$ cat config.mk
export PLATFORM = sky130hd
export DESIGN_NAME = id_decode_stage
export DESIGN_NICKNAME = d
export VERILOG_FILES = /design/src/rtl/id_decode_stage.sv
export SDC_FILE = /design/constraint.sdc
export NUM_CORES = 1
export LEC_CHECK = 0
export CAP_MARGIN = 20
export CORE_AREA = 2 2 100 102
export CTS_BUF_LIST = sky130_fd_sc_hd__clkbuf_4
export CTS_CLUSTER_SIZE = 30
export DETAILED_ROUTE_END_ITERATION = 10
export DIE_AREA = 0 0 102 104
export GPL_TIMING_DRIVEN = 0
export HOLD_SLACK_MARGIN = 0.03
export PLACE_DENSITY = 0.87
export SYNTH_ARGS = -nofsm -noshare
export SYNTH_HDL_FRONTEND = slang
export SYNTH_SLANG_ARGS = --single-unit
$ cat constraint.sdc
create_clock -name i_clk -period 2 [get_ports i_clk]
set_input_delay 0.2 -clock i_clk [delete_from_list [all_inputs] [get_ports i_clk]]
set_output_delay 0.2 -clock i_clk [all_outputs]
set_load 0.01 [all_outputs]
$ cat src/rtl/id_decode_stage.sv
// ----------------------------------------------------------------------------
// id_decode_stage
//   Registered RV32I decode stage. It turns each instruction from the IF/ID
//   register into a control bundle for the execute stage. Features:
//   valid/ready handshake, load-use bubble insertion, flush, illegal
//   instruction flagging, optional M-extension multiply decode and a
//   saturating load-use bubble counter.
//
// Parameters
//   XLEN      PC width
//   ENABLE_M  1: decode MUL/MULH/MULHSU/MULHU, 0: flag them illegal
//   CNT_W     width of the stall counter
//
// Ports
//   i_clk, i_rst_n        clock (rising edge), asynchronous active-low reset
//   i_valid/o_ready       upstream handshake (instruction in)
//   i_instr, i_pc         instruction word and its PC
//   i_flush               kills the held bundle and the incoming instruction
//   o_valid/i_ready       downstream handshake (bundle out)
//   o_pc, o_rs1/2, o_rd   registered PC and register fields
//   o_alu_op              0 add,1 sub,2 sll,3 slt,4 sltu,5 xor,6 srl,7 sra,
//                         8 or,9 and,A mul,B mulh,C mulhsu,D mulhu
//   o_op1_sel             0 rs1, 1 pc, 2 zero
//   o_op2_sel             0 rs2, 1 imm
//   o_wb_sel              0 alu, 1 mem, 2 pc+4
//   o_rd_wren .. o_is_ctrl  control enables/flags
//   o_illegal             bundle holds an undecodable instruction
//   o_stall_cnt           saturating count of inserted load-use bubbles
// ----------------------------------------------------------------------------
module id_decode_stage #(
  parameter int XLEN     = 32,
  parameter int ENABLE_M = 0,
  parameter int CNT_W    = 16
) (
  input  logic             i_clk,
  input  logic             i_rst_n,
  input  logic             i_valid,
  output logic             o_ready,
  input  logic [31:0]      i_instr,
  input  logic [XLEN-1:0]  i_pc,
  input  logic             i_flush,
  output logic             o_valid,
  input  logic             i_ready,
  output logic [XLEN-1:0]  o_pc,
  output logic [4:0]       o_rs1,
  output logic [4:0]       o_rs2,
  output logic [4:0]       o_rd,
  output logic [3:0]       o_alu_op,
  output logic [1:0]       o_op1_sel,
  output logic             o_op2_sel,
  output logic [1:0]       o_wb_sel,
  output logic             o_rd_wren,
  output logic             o_mem_rden,
  output logic             o_mem_wren,
  output logic             o_branch,
  output logic             o_jump,
  output logic             o_br_unsign,
  output logic             o_is_ctrl,
  output logic             o_illegal,
  output logic [CNT_W-1:0] o_stall_cnt
);

  localparam logic [6:0] OP_R     = 7'b0110011;
  localparam logic [6:0] OP_I     = 7'b0010011;
  localparam logic [6:0] OP_LOAD  = 7'b0000011;
  localparam logic [6:0] OP_S     = 7'b0100011;
  localparam logic [6:0] OP_B     = 7'b1100011;
  localparam logic [6:0] OP_JAL   = 7'b1101111;
  localparam logic [6:0] OP_JALR  = 7'b1100111;
  localparam logic [6:0] OP_LUI   = 7'b0110111;
  localparam logic [6:0] OP_AUIPC = 7'b0010111;

  localparam logic [3:0] ALU_ADD = 4'h0;
  localparam logic [3:0] ALU_SUB = 4'h1;
  localparam logic [3:0] ALU_SRA = 4'h7;
  localparam logic [3:0] ALU_MUL = 4'hA;

  // Instruction fields
  logic [6:0] opcode;
  logic [2:0] funct3;
  logic [6:0] funct7;
  logic [4:0] rs1_field;
  logic [4:0] rs2_field;
  logic [4:0] rd_field;

  assign opcode    = i_instr[6:0];
  assign rd_field  = i_instr[11:7];
  assign funct3    = i_instr[14:12];
  assign rs1_field = i_instr[19:15];
  assign rs2_field = i_instr[24:20];
  assign funct7    = i_instr[31:25];

  // Decoded (next) bundle
  logic [3:0] alu_op_next;
  logic [1:0] op1_sel_next;
  logic       op2_sel_next;
  logic [1:0] wb_sel_next;
  logic       rd_wren_next;
  logic       mem_rden_next;
  logic       mem_wren_next;
  logic       branch_next;
  logic       jump_next;
  logic       br_unsign_next;
  logic       is_ctrl_next;
  logic       illegal_next;
  logic       use_rs1;
  logic       use_rs2;

  // Registered bundle
  logic             valid_reg;
  logic [XLEN-1:0]  pc_reg;
  logic [4:0]       rs1_reg;
  logic [4:0]       rs2_reg;
  logic [4:0]       rd_reg;
  logic [3:0]       alu_op_reg;
  logic [1:0]       op1_sel_reg;
  logic             op2_sel_reg;
  logic [1:0]       wb_sel_reg;
  logic             rd_wren_reg;
  logic             mem_rden_reg;
  logic             mem_wren_reg;
  logic             branch_reg;
  logic             jump_reg;
  logic             br_unsign_reg;
  logic             is_ctrl_reg;
  logic             illegal_reg;
  logic [CNT_W-1:0] stall_cnt_reg;

  logic hazard;
  logic src_match;

  // funct3 -> ALU op for the shared R/I encodings (funct7 = 0 flavour)
  function automatic logic [3:0] base_alu(input logic [2:0] f3);
    case (f3)
      3'b000:  base_alu = 4'h0;  // add
      3'b001:  base_alu = 4'h2;  // sll
      3'b010:  base_alu = 4'h3;  // slt
      3'b011:  base_alu = 4'h4;  // sltu
      3'b100:  base_alu = 4'h5;  // xor
      3'b101:  base_alu = 4'h6;  // srl
      3'b110:  base_alu = 4'h8;  // or
      default: base_alu = 4'h9;  // and
    endcase
  endfunction

  always_comb begin
    alu_op_next    = ALU_ADD;
    op1_sel_next   = 2'd0;
    op2_sel_next   = 1'b0;
    wb_sel_next    = 2'd0;
    rd_wren_next   = 1'b0;
    mem_rden_next  = 1'b0;
    mem_wren_next  = 1'b0;
    branch_next    = 1'b0;
    jump_next      = 1'b0;
    br_unsign_next = 1'b0;
    is_ctrl_next   = 1'b0;
    illegal_next   = 1'b0;
    use_rs1        = 1'b0;
    use_rs2        = 1'b0;

    case (opcode)
      OP_R: begin
        use_rs1      = 1'b1;
        use_rs2      = 1'b1;
        rd_wren_next = 1'b1;
        case (funct7)
          7'b0000000: alu_op_next = base_alu(funct3);
          7'b0100000: begin
            if (funct3 == 3'b000)      alu_op_next = ALU_SUB;
            else if (funct3 == 3'b101) alu_op_next = ALU_SRA;
            else                       illegal_next = 1'b1;
          end
          7'b0000001: begin
            // Only the four multiplies; divide/remainder are never decoded
            if ((ENABLE_M != 0) && !funct3[2])
              alu_op_next = ALU_MUL + {2'b00, funct3[1:0]};
            else
              illegal_next = 1'b1;
          end
          default: illegal_next = 1'b1;
        endcase
      end
      OP_I: begin
        use_rs1      = 1'b1;
        op2_sel_next = 1'b1;
        rd_wren_next = 1'b1;
        // inst[30] is an immediate bit for addi etc.; it only means sra for srai
        if (funct3 == 3'b101 && i_instr[30]) alu_op_next = ALU_SRA;
        else                                 alu_op_next = base_alu(funct3);
      end
      OP_LOAD: begin
        use_rs1       = 1'b1;
        op2_sel_next  = 1'b1;
        wb_sel_next   = 2'd1;
        mem_rden_next = 1'b1;
        rd_wren_next  = 1'b1;
      end
      OP_S: begin
        use_rs1       = 1'b1;
        use_rs2       = 1'b1;
        op2_sel_next  = 1'b1;
        mem_wren_next = 1'b1;
      end
      OP_B: begin
        use_rs1        = 1'b1;
        use_rs2        = 1'b1;
        op1_sel_next   = 2'd1;
        op2_sel_next   = 1'b1;
        branch_next    = 1'b1;
        is_ctrl_next   = 1'b1;
        br_unsign_next = (funct3 == 3'b110) || (funct3 == 3'b111);
      end
      OP_JAL: begin
        op1_sel_next = 2'd1;
        op2_sel_next = 1'b1;
        wb_sel_next  = 2'd2;
        jump_next    = 1'b1;
        is_ctrl_next = 1'b1;
        rd_wren_next = 1'b1;
      end
      OP_JALR: begin
        use_rs1      = 1'b1;
        op2_sel_next = 1'b1;
        wb_sel_next  = 2'd2;
        jump_next    = 1'b1;
        is_ctrl_next = 1'b1;
        rd_wren_next = 1'b1;
      end
      OP_LUI: begin
        op1_sel_next = 2'd2;
        op2_sel_next = 1'b1;
        rd_wren_next = 1'b1;
      end
      OP_AUIPC: begin
        op1_sel_next = 2'd1;
        op2_sel_next = 1'b1;
        rd_wren_next = 1'b1;
      end
      default: illegal_next = 1'b1;
    endcase

    // An undecodable instruction must never cause side effects downstream
    if (illegal_next) begin
      rd_wren_next  = 1'b0;
      mem_rden_next = 1'b0;
      mem_wren_next = 1'b0;
      branch_next   = 1'b0;
      jump_next     = 1'b0;
    end
  end

  // Load in the bundle whose result the incoming instruction needs.
  // x0 is never a real dependency.
  assign src_match = (use_rs1 && (rs1_field == rd_reg)) ||
                     (use_rs2 && (rs2_field == rd_reg));
  assign hazard    = valid_reg && mem_rden_reg && (rd_reg != 5'd0) &&
                     src_match && i_valid;
  assign o_ready   = !i_flush && !hazard && (!valid_reg || i_ready);

  always_ff @(posedge i_clk or negedge i_rst_n) begin
    if (!i_rst_n) begin
      valid_reg     <= 1'b0;
      pc_reg        <= '0;
      rs1_reg       <= '0;
      rs2_reg       <= '0;
      rd_reg        <= '0;
      alu_op_reg    <= '0;
      op1_sel_reg   <= '0;
      op2_sel_reg   <= 1'b0;
      wb_sel_reg    <= '0;
      rd_wren_reg   <= 1'b0;
      mem_rden_reg  <= 1'b0;
      mem_wren_reg  <= 1'b0;
      branch_reg    <= 1'b0;
      jump_reg      <= 1'b0;
      br_unsign_reg <= 1'b0;
      is_ctrl_reg   <= 1'b0;
      illegal_reg   <= 1'b0;
      stall_cnt_reg <= '0;
    end else if (i_flush) begin
      valid_reg <= 1'b0;
    end else if (i_valid && o_ready) begin
      valid_reg     <= 1'b1;
      pc_reg        <= i_pc;
      rs1_reg       <= rs1_field;
      rs2_reg       <= rs2_field;
      rd_reg        <= rd_field;
      alu_op_reg    <= alu_op_next;
      op1_sel_reg   <= op1_sel_next;
      op2_sel_reg   <= op2_sel_next;
      wb_sel_reg    <= wb_sel_next;
      rd_wren_reg   <= rd_wren_next;
      mem_rden_reg  <= mem_rden_next;
      mem_wren_reg  <= mem_wren_next;
      branch_reg    <= branch_next;
      jump_reg      <= jump_next;
      br_unsign_reg <= br_unsign_next;
      is_ctrl_reg   <= is_ctrl_next;
      illegal_reg   <= illegal_next;
    end else if (hazard && i_ready) begin
      // The load leaves this cycle; a bubble follows it so the dependent
      // instruction sees the load result one cycle later.
      valid_reg <= 1'b0;
      if (stall_cnt_reg != {CNT_W{1'b1}})
        stall_cnt_reg <= stall_cnt_reg + CNT_W'(1);
    end else if (!valid_reg || i_ready) begin
      valid_reg <= 1'b0;
    end
  end

  assign o_valid     = valid_reg;
  assign o_pc        = pc_reg;
  assign o_rs1       = rs1_reg;
  assign o_rs2       = rs2_reg;
  assign o_rd        = rd_reg;
  assign o_alu_op    = alu_op_reg;
  assign o_op1_sel   = op1_sel_reg;
  assign o_op2_sel   = op2_sel_reg;
  assign o_wb_sel    = wb_sel_reg;
  assign o_rd_wren   = rd_wren_reg;
  assign o_mem_rden  = mem_rden_reg;
  assign o_mem_wren  = mem_wren_reg;
  assign o_branch    = branch_reg;
  assign o_jump      = jump_reg;
  assign o_br_unsign = br_unsign_reg;
  assign o_is_ctrl   = is_ctrl_reg;
  assign o_illegal   = illegal_reg;
  assign o_stall_cnt = stall_cnt_reg;

endmodule

==> results.py <==
metrics = {
    "status": {
        "status": "finished with violations",
        "failed_checks": "negative setup slack",
    },
    "synthesis": {
        "synthMuxAreaShare": 0.169,
        "synthCells": 312,
        "async_flop_share": 1.00,
        "synthSimpleGateAreaFrac": 0.138,
        "netlist_area_mm2": 0.00380,
        "synth_ff_type": "dfrtp_1",
        "synth.area.top_cells": "dfrtp_1 (53%), mux2_2 (16%), xnor2_1 (3.2%)",
        "ys_types": 48,
        "synth_compound_area_frac": 0.0722,
        "yosys-top-cells-count": "dfrtp_1 (81), mux2_2 (55), nand3_1 (15), nor2_1 (15), xnor2_1 (14)",
        "yosysMostFrequentCell": "dfrtp_1",
        "synth_nets": 382,
        "yosysTopAreaCellShare": 0.534,
        "synth_edf_count": 0,
        "yosysTopAreaCell": "dfrtp_1",
        "synth_top_family_by_area": "multiplexers",
        "synth_fa_ha_area_frac": 0.00329,
        "synth_xor_area_frac": 0.0639,
        "ys_seq_elements": 81,
        "synth.avg_cell_area_um2": 12.2,
        "ys_warn_count": 0,
        "ys_seq_area_frac": 0.534,
    },
    "floorplanning": {
        "die_w_um": 102,
        "coreArea_mm2": 0.00955,
        "rows": 36,
        "fp.dieH_um": 104,
        "start_util": 0.398,
        "die-area_mm2": 0.0106,
        "ios": 151,
    },
    "routing": {
        "ant_nets": 0,
        "drt_iter0_markers": 84,
        "viasPerCell": 5.16,
        "drc": 0,
        "wirelength_um": 10700,
        "wl_per_cell_um": 17.2,
        "vias": 3216,
        "drtPass1Iterations": 4,
    },
    "placed_design": {
        "gp_congestion": 0.883,
        "io_buffer_count": 147,
        "dp_cells": 593,
        "detailed_place_hpwl_um": 7620,
    },
    "critical_path": {
        "worstSetupPathType": "reg2reg",
        "arrival_ns": 2.51,
        "cp_max_fo": 10,
        "cp-start-kind": "flop",
        "r2r-end": "o_rd[2]",
        "reg2reg_slack_ns": -0.21,
        "r2r-start": "o_rd[0]",
        "endpoint_kind": "flop",
        "reg2reg_depth": 8,
        "crit_required_ns": 2.30,
    },
    "timing": {
        "period_needed_ns": 2.21,
        "tns_ns": -10.16,
        "relSlewSlack": 0.638,
        "holdWs_ns": 0.207,
        "min_period_over_period": 1.10,
        "grt_setup_unrepaired": "yes",
        "fmax_mhz": 453,
        "finalMaxSlewViolations": 0,
        "setup_ws_ns": -0.210,
        "worstMarginPinSlew_ns": 0.543,
        "clock_skew_ns": 0.0231,
        "hold_violations": 0,
        "setup_violations": 65,
    },
    "layout": {
        "syn2layout_area_growth_pct": 57.1,
        "regArea_mm2": 0.00203,
        "fill_cells": 791,
        "stdcell_count": 623,
        "antennaDiodeCount": 0,
        "drive_gt1_frac": 0.265,
        "final_net_count": 555,
        "multiInputGateArea_mm2": 0.00186,
    },
    "cts": {
        "clkSinkCount": 81,
        "h-tree-depth": 3,
        "clk_pin_slew_worst_paths_ns": 0.14,
        "root_buffer": "clkbuf_4",
        "worstSkewPairLatency_ns": 0.42,
        "cts_buffer_depth": 2,
        "cts_tree": "yes",
        "cts_buffers": 9,
    },
    "global_routing": {
        "grt_max_degree": 43,
        "grt_use_total": 0.195,
        "grt_antenna_before_repair": 0,
        "grt_pass1_vias": 3314,
        "overflow": 0,
        "grt_pass1_wl_um": 16200,
    },
    "min_path": {
        "min_path_cells": 3,
        "hold_path_startpoint": "i_instr[13]",
        "min_path_type": "in2reg",
        "min_to": "o_br_unsign",
    },
    "power_and_ir_drop": {
        "ir_worst_vdd_uv": 480,
        "fin_total_pwr_uw": 3970,
        "p_per_area_mw_per_mm2": 665,
        "p_leak_uw": 0.00250,
    },
    "job": {
        "maxCapViolCount": 0,
    },
}
==> through the flow <==
step	instance area, µm²	util	worst slack [ns]
2_1_floorplan	3820	-	-0.0259
3_3_place_gp	5460	0.572	-2.39
3_5_place_dp	5480	0.574	-0.703
4_1_cts	5770	0.604	-0.189
5_1_grt	5970	0.625	-0.304
6_report	5970	0.625	-0.210
==> report_power, final <==
part	switching, µW	internal (µW)
Sequential	115	1810
Clock	583	380
Combinational	423	659
Total	1120	2850
==> repair_timing <==
item,in CTS,in global routing
hold buffers,1,0
pin swaps,10,10
gates cloned,0,1
setup buffers,6,6
gates resized for setup,29,28
setup endpoints to repair,73,81
hold endpoints to repair,39,0
==> worst max-delay path, stage by stage (launching register included) <==
cell,delay (ns)
dfrtp_2,0.45
buf_4,0.17
xor2_4,0.21
nor4_2,0.08
o21a_4,0.24
buf_4,0.17
nor2_4,0.22
buf_8,0.20
mux2_2,0.35
==> flip-flops by register name (all words and copies together) (netlist names) <==
register     count
o_alu_op         4
o_br_unsign      1
o_branch         1
o_illegal        1
o_is_ctrl        1
o_jump           1
o_mem_rden       1
o_mem_wren       1
o_op1_sel        2
o_op2_sel        1
o_pc            32
o_rd             5
o_rd_wren        1
o_rs1            5
o_rs2            5
o_stall_cnt     16
o_valid          1
o_wb_sel         2
==> cells in the final DEF, fill, tap and decap left out, types with 3 or more instances in the layout <==
| cell | instances |
|---|---|
| nor2_1 | 14 |
| clkdlybuf4s50_1 | 145 |
| nand2b_1 | 3 |
| buf_8 | 3 |
| buf_6 | 8 |
| o21ai_0 | 11 |
| dfrtp_2 | 5 |
| nand3_1 | 15 |
| xnor2_1 | 14 |
| a21oi_1 | 5 |
| xor2_1 | 7 |
| nor3_1 | 4 |
| mux2_4 | 9 |
| buf_4 | 7 |
| inv_1 | 5 |
| nand2_1 | 11 |
| nand4_1 | 6 |
| dfrtp_1 | 76 |
| mux2_2 | 46 |
| clkbuf_4 | 9 |
| nor2b_1 | 5 |
| and3_1 | 7 |
| clkbuf_1 | 6 |
==> worst max-delay path by stage <==
stage / endpoint / from / slack, ns
3_3_place_gp: o_rd[3] / i_rst_n / -2.39
2_1_floorplan: o_pc[26] / o_rd[3] / -0.03
6_report: o_rd[2] / o_rd[0] / -0.21
3_5_place_dp: o_pc[1] / i_ready / -0.70
4_1_cts: o_ready / o_rd[0] / -0.19
5_1_grt: o_rd[2] / o_rd[0] / -0.30
==> layout make-up <==
cell class	instances	area share
Sequential cell	81	0.341
Multi-Input combinational cell	213	0.313
Timing Repair Buffer	162	0.275
Tap cell	133	0.0279
Buffer	13	0.0178
Clock inverter	7	0.0115
Clock buffer	9	0.0113
Inverter	5	0.00315
==> cells by family (layout without fill, tap and decap cells) <==
logic type      after synthesis  after routing
fa+ha+maj                     1              1
flops                        81             81
mux                          57             57
simple gates                 91             91
xor+xnor                     26             26
compound gates               38             38
buf+inv                      18            196
==> per-layer routing <==
layer	vias up	routed length (µm)	GRT usage
li1	1470	-	-
met1	1574	4150	0.233
met2	148	5370	0.326
met3	24	934	0.0665
met4	0	236	0.0667
met5	-	0	0
(Power assumes the default switching activity.)
==> patch 1: new RTL, same flow settings <==
Set the parameter `ENABLE_M` to 1 (it was 0). Comments in the files are not updated.
--- a/src/rtl/id_decode_stage.sv
+++ b/src/rtl/id_decode_stage.sv
@@ -29,7 +29,7 @@
 // ----------------------------------------------------------------------------
 module id_decode_stage #(
   parameter int XLEN     = 32,
-  parameter int ENABLE_M = 0,
+  parameter int ENABLE_M = 1,
   parameter int CNT_W    = 16
 ) (
   input  logic             i_clk,
Check against the original RTL: not equivalent (a bounded check fails within 4 cycles, from zero or initial values and one cycle with i_rst_n low).
==> patch 1 against the unedited design <==
The run still ends with negative setup slack left; first-iteration DRC count up 100%; setup slack better by 0.042 ns; combinational power up 14%; wire length about the same; power up 8.1%; area after synthesis up 3.1%; sequential share of layout area down 1.3 points; cell area up 4.0%; sequential cell count unchanged; critical path type unchanged.
==> patch 1: results (changes against the unedited design) <==
outcome=finished with violations (unchanged); failing checks=negative setup slack (unchanged); adder and majority gate portion of the synthesized area=0.00320 (was 0.00329); top cells by count, synth=dfrtp_1 (81), mux2_4 (30), nor2_1 (22) (was dfrtp_1 (81), mux2_2 (55), nand3_1 (15), nor2_1 (15), xnor2_1 (14)); layout cells sized above 1=0.255 (was 0.265); comb_multi_in=215 (was 213); leak pwr=2.69 nW (was 2.50 nW); synth unique cells=50 (was 48); total track usage=0.198 (was 0.195); Logic pwr share=0.287 (was 0.273); placed cell count=601 (was 593); Setup-failing EPs final=66 (was 65); data arrival time at the worst-slack endpoint=2.49 ns (was 2.51 ns); bufs w/o clock=187 (was 175); Routed met1 length=4.33 mm (was 4.15 mm); CP max stage cell=or4_4 (was dfrtp_2); PnR worst setup slack=-0.168 ns (was -0.210 ns); Seq/Total Area, Yosys=0.518 (was 0.534); net count after synthesis=390 (was 382); met2 Use GR=0.348 (was 0.326); fraction of area in multi-input gates=0.301 (was 0.313); multiplexer area fraction after synthesis=0.181 (was 0.169); Worst R2R End=o_pc[2] (was o_rd[2]); Worst-Margin Slew=0.437 ns (was 0.543 ns); worst vdd ir=0.000368 V (was 0.000480 V); Min-Delay Path Class=primary input to asynchronous set/reset pin (was primary input to flip-flop); max incr delay on CP=0.54 ns (was 0.45 ns); TNS Setup=-7.08 ns (was -10.16 ns); fin util=0.650 (was 0.625); met3 wire length=650 um (was 934 um); Final clock-cell share=0.0272 (was 0.0229); Setup WS pre-CTS=-0.895 ns (was -0.703 ns); number of non-clock inverters in the layout=11 (was 5)
## patch 1: changes by cell type after synthesis, moves of 7 or more
| cell | change |
|---|---|
| nor2_1 | +7 |
| mux2_4 | +30 |
| mux2_1 | +7 |
| mux2_2 | -41 |
| nand2_1 | +7 |
## patch 1: worst max-delay path by stage
stage                     depth (start not counted)  startpoint        endpoint
after floorplan                                   7     o_rd[0]       o_illegal
after global placement                            1     i_rst_n         o_rd[0]
after detailed placement                          9  i_instr[5]  o_stall_cnt[8]
after CTS                                         8     o_rd[0]        o_pc[22]
after global routing                              8     o_rd[0]         o_pc[2]
final                                             8     o_rd[0]         o_pc[2]
## patch 1: timing repair
action,CTS,global route
endpoints found under the setup margin,80,78
hold buffers,1,0
pin swaps,7,2
resized for setup,46,9
buffers inserted,20,1
cloned,2,3
hold endpoints to repair,81,0
==> patch 2: new RTL, same settings <==
Made on the original files. Put one more register stage on the output `o_stall_cnt`, with the module's reset. The value now appears one clock later. The other outputs are not delayed to match.
--- a/src/rtl/id_decode_stage.sv
+++ b/src/rtl/id_decode_stage.sv
@@ -326,7 +326,13 @@
   assign o_br_unsign = br_unsign_reg;
   assign o_is_ctrl   = is_ctrl_reg;
   assign o_illegal   = illegal_reg;
-  assign o_stall_cnt = stall_cnt_reg;
+  always_ff @(posedge i_clk or negedge i_rst_n) begin
+    if (!i_rst_n) begin
+      o_stall_cnt <= '0;
+    end else begin
+      o_stall_cnt <= stall_cnt_reg;
+    end
+  end
 
 endmodule
 
Function: changed (a bounded check fails within 4 cycles, from zero or initial values and one cycle with i_rst_n low).
==> patch 2 against the unedited design <==
The run still ends with negative setup slack left; non-clock buffer count up 11; power up 16%; utilization up 8.9 points; setup slack worse by 0.17 ns; sequential cell count up 16; wire length up 6.2%; cell area up 14%; area after synthesis up 17%.
==> patch 2: results (changes against the unedited design) <==
drt initial violations=131 (was 84); max incr delay on CP=0.54 ns (was 0.45 ns); leak pwr=3.01 nW (was 2.50 nW); layout net count=572 (was 555); Seq pwr share=0.494 (was 0.485); xor and xnor fraction of the mapped netlist area=0.0534 (was 0.0639); metal2 WL=5.77 mm (was 5.37 mm); met1 Track Usage GR=0.265 (was 0.233); share of power burned in the clock network=0.223 (was 0.243); net count after synthesis=387 (was 382); top cells by area, synth=dfrtp_1 (55%), mux2_4 (20%), xor2_1 (3.0%), xnor2_1 (2.4%), buf_6 (2.3%) (was dfrtp_1 (53%), mux2_2 (16%), xnor2_1 (3.2%), xor2_1 (2.3%), nand3_1 (2.0%)); outcome=finished with violations (unchanged); PnR worst setup slack=-0.384 ns (was -0.210 ns); Via density=5.19 (was 5.16); drt first pass iters=5 (was 4); pin count of the biggest net entering global routing=52 (was 43); M3 GR Usage=0.0390 (was 0.0665); Critical Path Start=i_instr[1] (was o_rd[0]); Seq/Total Area, Yosys=0.548 (was 0.534); crit path max fanout=7 (was 10); depth of the CTS H-tree=3 (unchanged); placed cell area=6180 um2 (was 5480 um2); Worst-Margin Slew=0.694 ns (was 0.543 ns); multiplexer area fraction after synthesis=0.215 (was 0.169); hold path endpoint=o_rd_wren (was o_br_unsign); CP max stage cell=or4_4 (was dfrtp_2); Starting Density=0.464 (was 0.398); Compound-Gate Fraction of Synth Area=0.0446 (was 0.0722); adder and majority gate portion of the synthesized area=0.00282 (was 0.00329); Resized cells post-CTS=34 (was 29); layout cells sized above 1=0.292 (was 0.265); gpl congestion=0.798 (was 0.883); vias in the first global route=3,369 (was 3,314); RR Startpoint=o_rd[3] (was o_rd[0]); Layout Skew=0.0118 ns (was 0.0231 ns); Worst R2R End=o_op1_sel[1] (was o_rd[2]); Setup-failing EPs final=80 (was 65); top cell family by delay on the critical path=simple AND/OR/NAND/NOR gates (was buffers and inverters); synth unique cells=44 (was 48); Routed met1 length=4.70 mm (was 4.15 mm); Register-to-Register Path Depth=9 (was 8); flop2flop setup slack=-0.35 ns (was -0.21 ns); total track usage=0.206 (was 0.195); data arrival time at the worst-slack endpoint=2.72 ns (was 2.51 ns); global-route wire length before repair=17.0 mm (was 16.2 mm); Post-CTS Setup Bufs=17 (was 6); worst vdd ir=0.000369 V (was 0.000480 V); top cells by count, synth=dfrtp_1 (97), mux2_4 (59), nand2_1 (15), xor2_1 (15), xnor2_1 (12) (was dfrtp_1 (81), mux2_2 (55), nand3_1 (15), nor2_1 (15), xnor2_1 (14)); met3 wire length=715 um (was 934 um); failing checks=negative setup slack (unchanged); Sw Pwr=1.24 mW (was 1.12 mW)
-- patch 2: changes by cell type after synthesis, sizes merged, moves of 6 or more --
cell	delta
mux2	+7
nand3	-6
dfrtp	+16
o21ai	-6
clkbuf	-6
-- patch 2: final cells by class --
class                   count  area [um2]
well taps                 133         166
clock inverters             6        60.1
multi-input cells         200        2010
inverters                   8        30.0
plain buffers              12         186
clock buffers               9        67.6
fillers                   669        2730
repair buffers            174        1860
flip-flops and latches     97        2430
-- patch 2: through the flow --
step | TNS, ns | instances | hold slack (ns) | power, mW | setup WS, ns
3_5_place_dp | -54.23 | 598 | 0.260 | 3.44 | -0.743
3_3_place_gp | -314.40 | 597 | 0.402 | 3.40 | -3.05
4_1_cts | -22.33 | 632 | 0.159 | 4.56 | -0.338
5_1_grt | -29.13 | 639 | 0.155 | 4.80 | -0.403
2_1_floorplan | -8.83 | 317 | -0.0956 | 2.79 | -0.135
6_report | -26.57 | 639 | 0.195 | 4.60 | -0.384
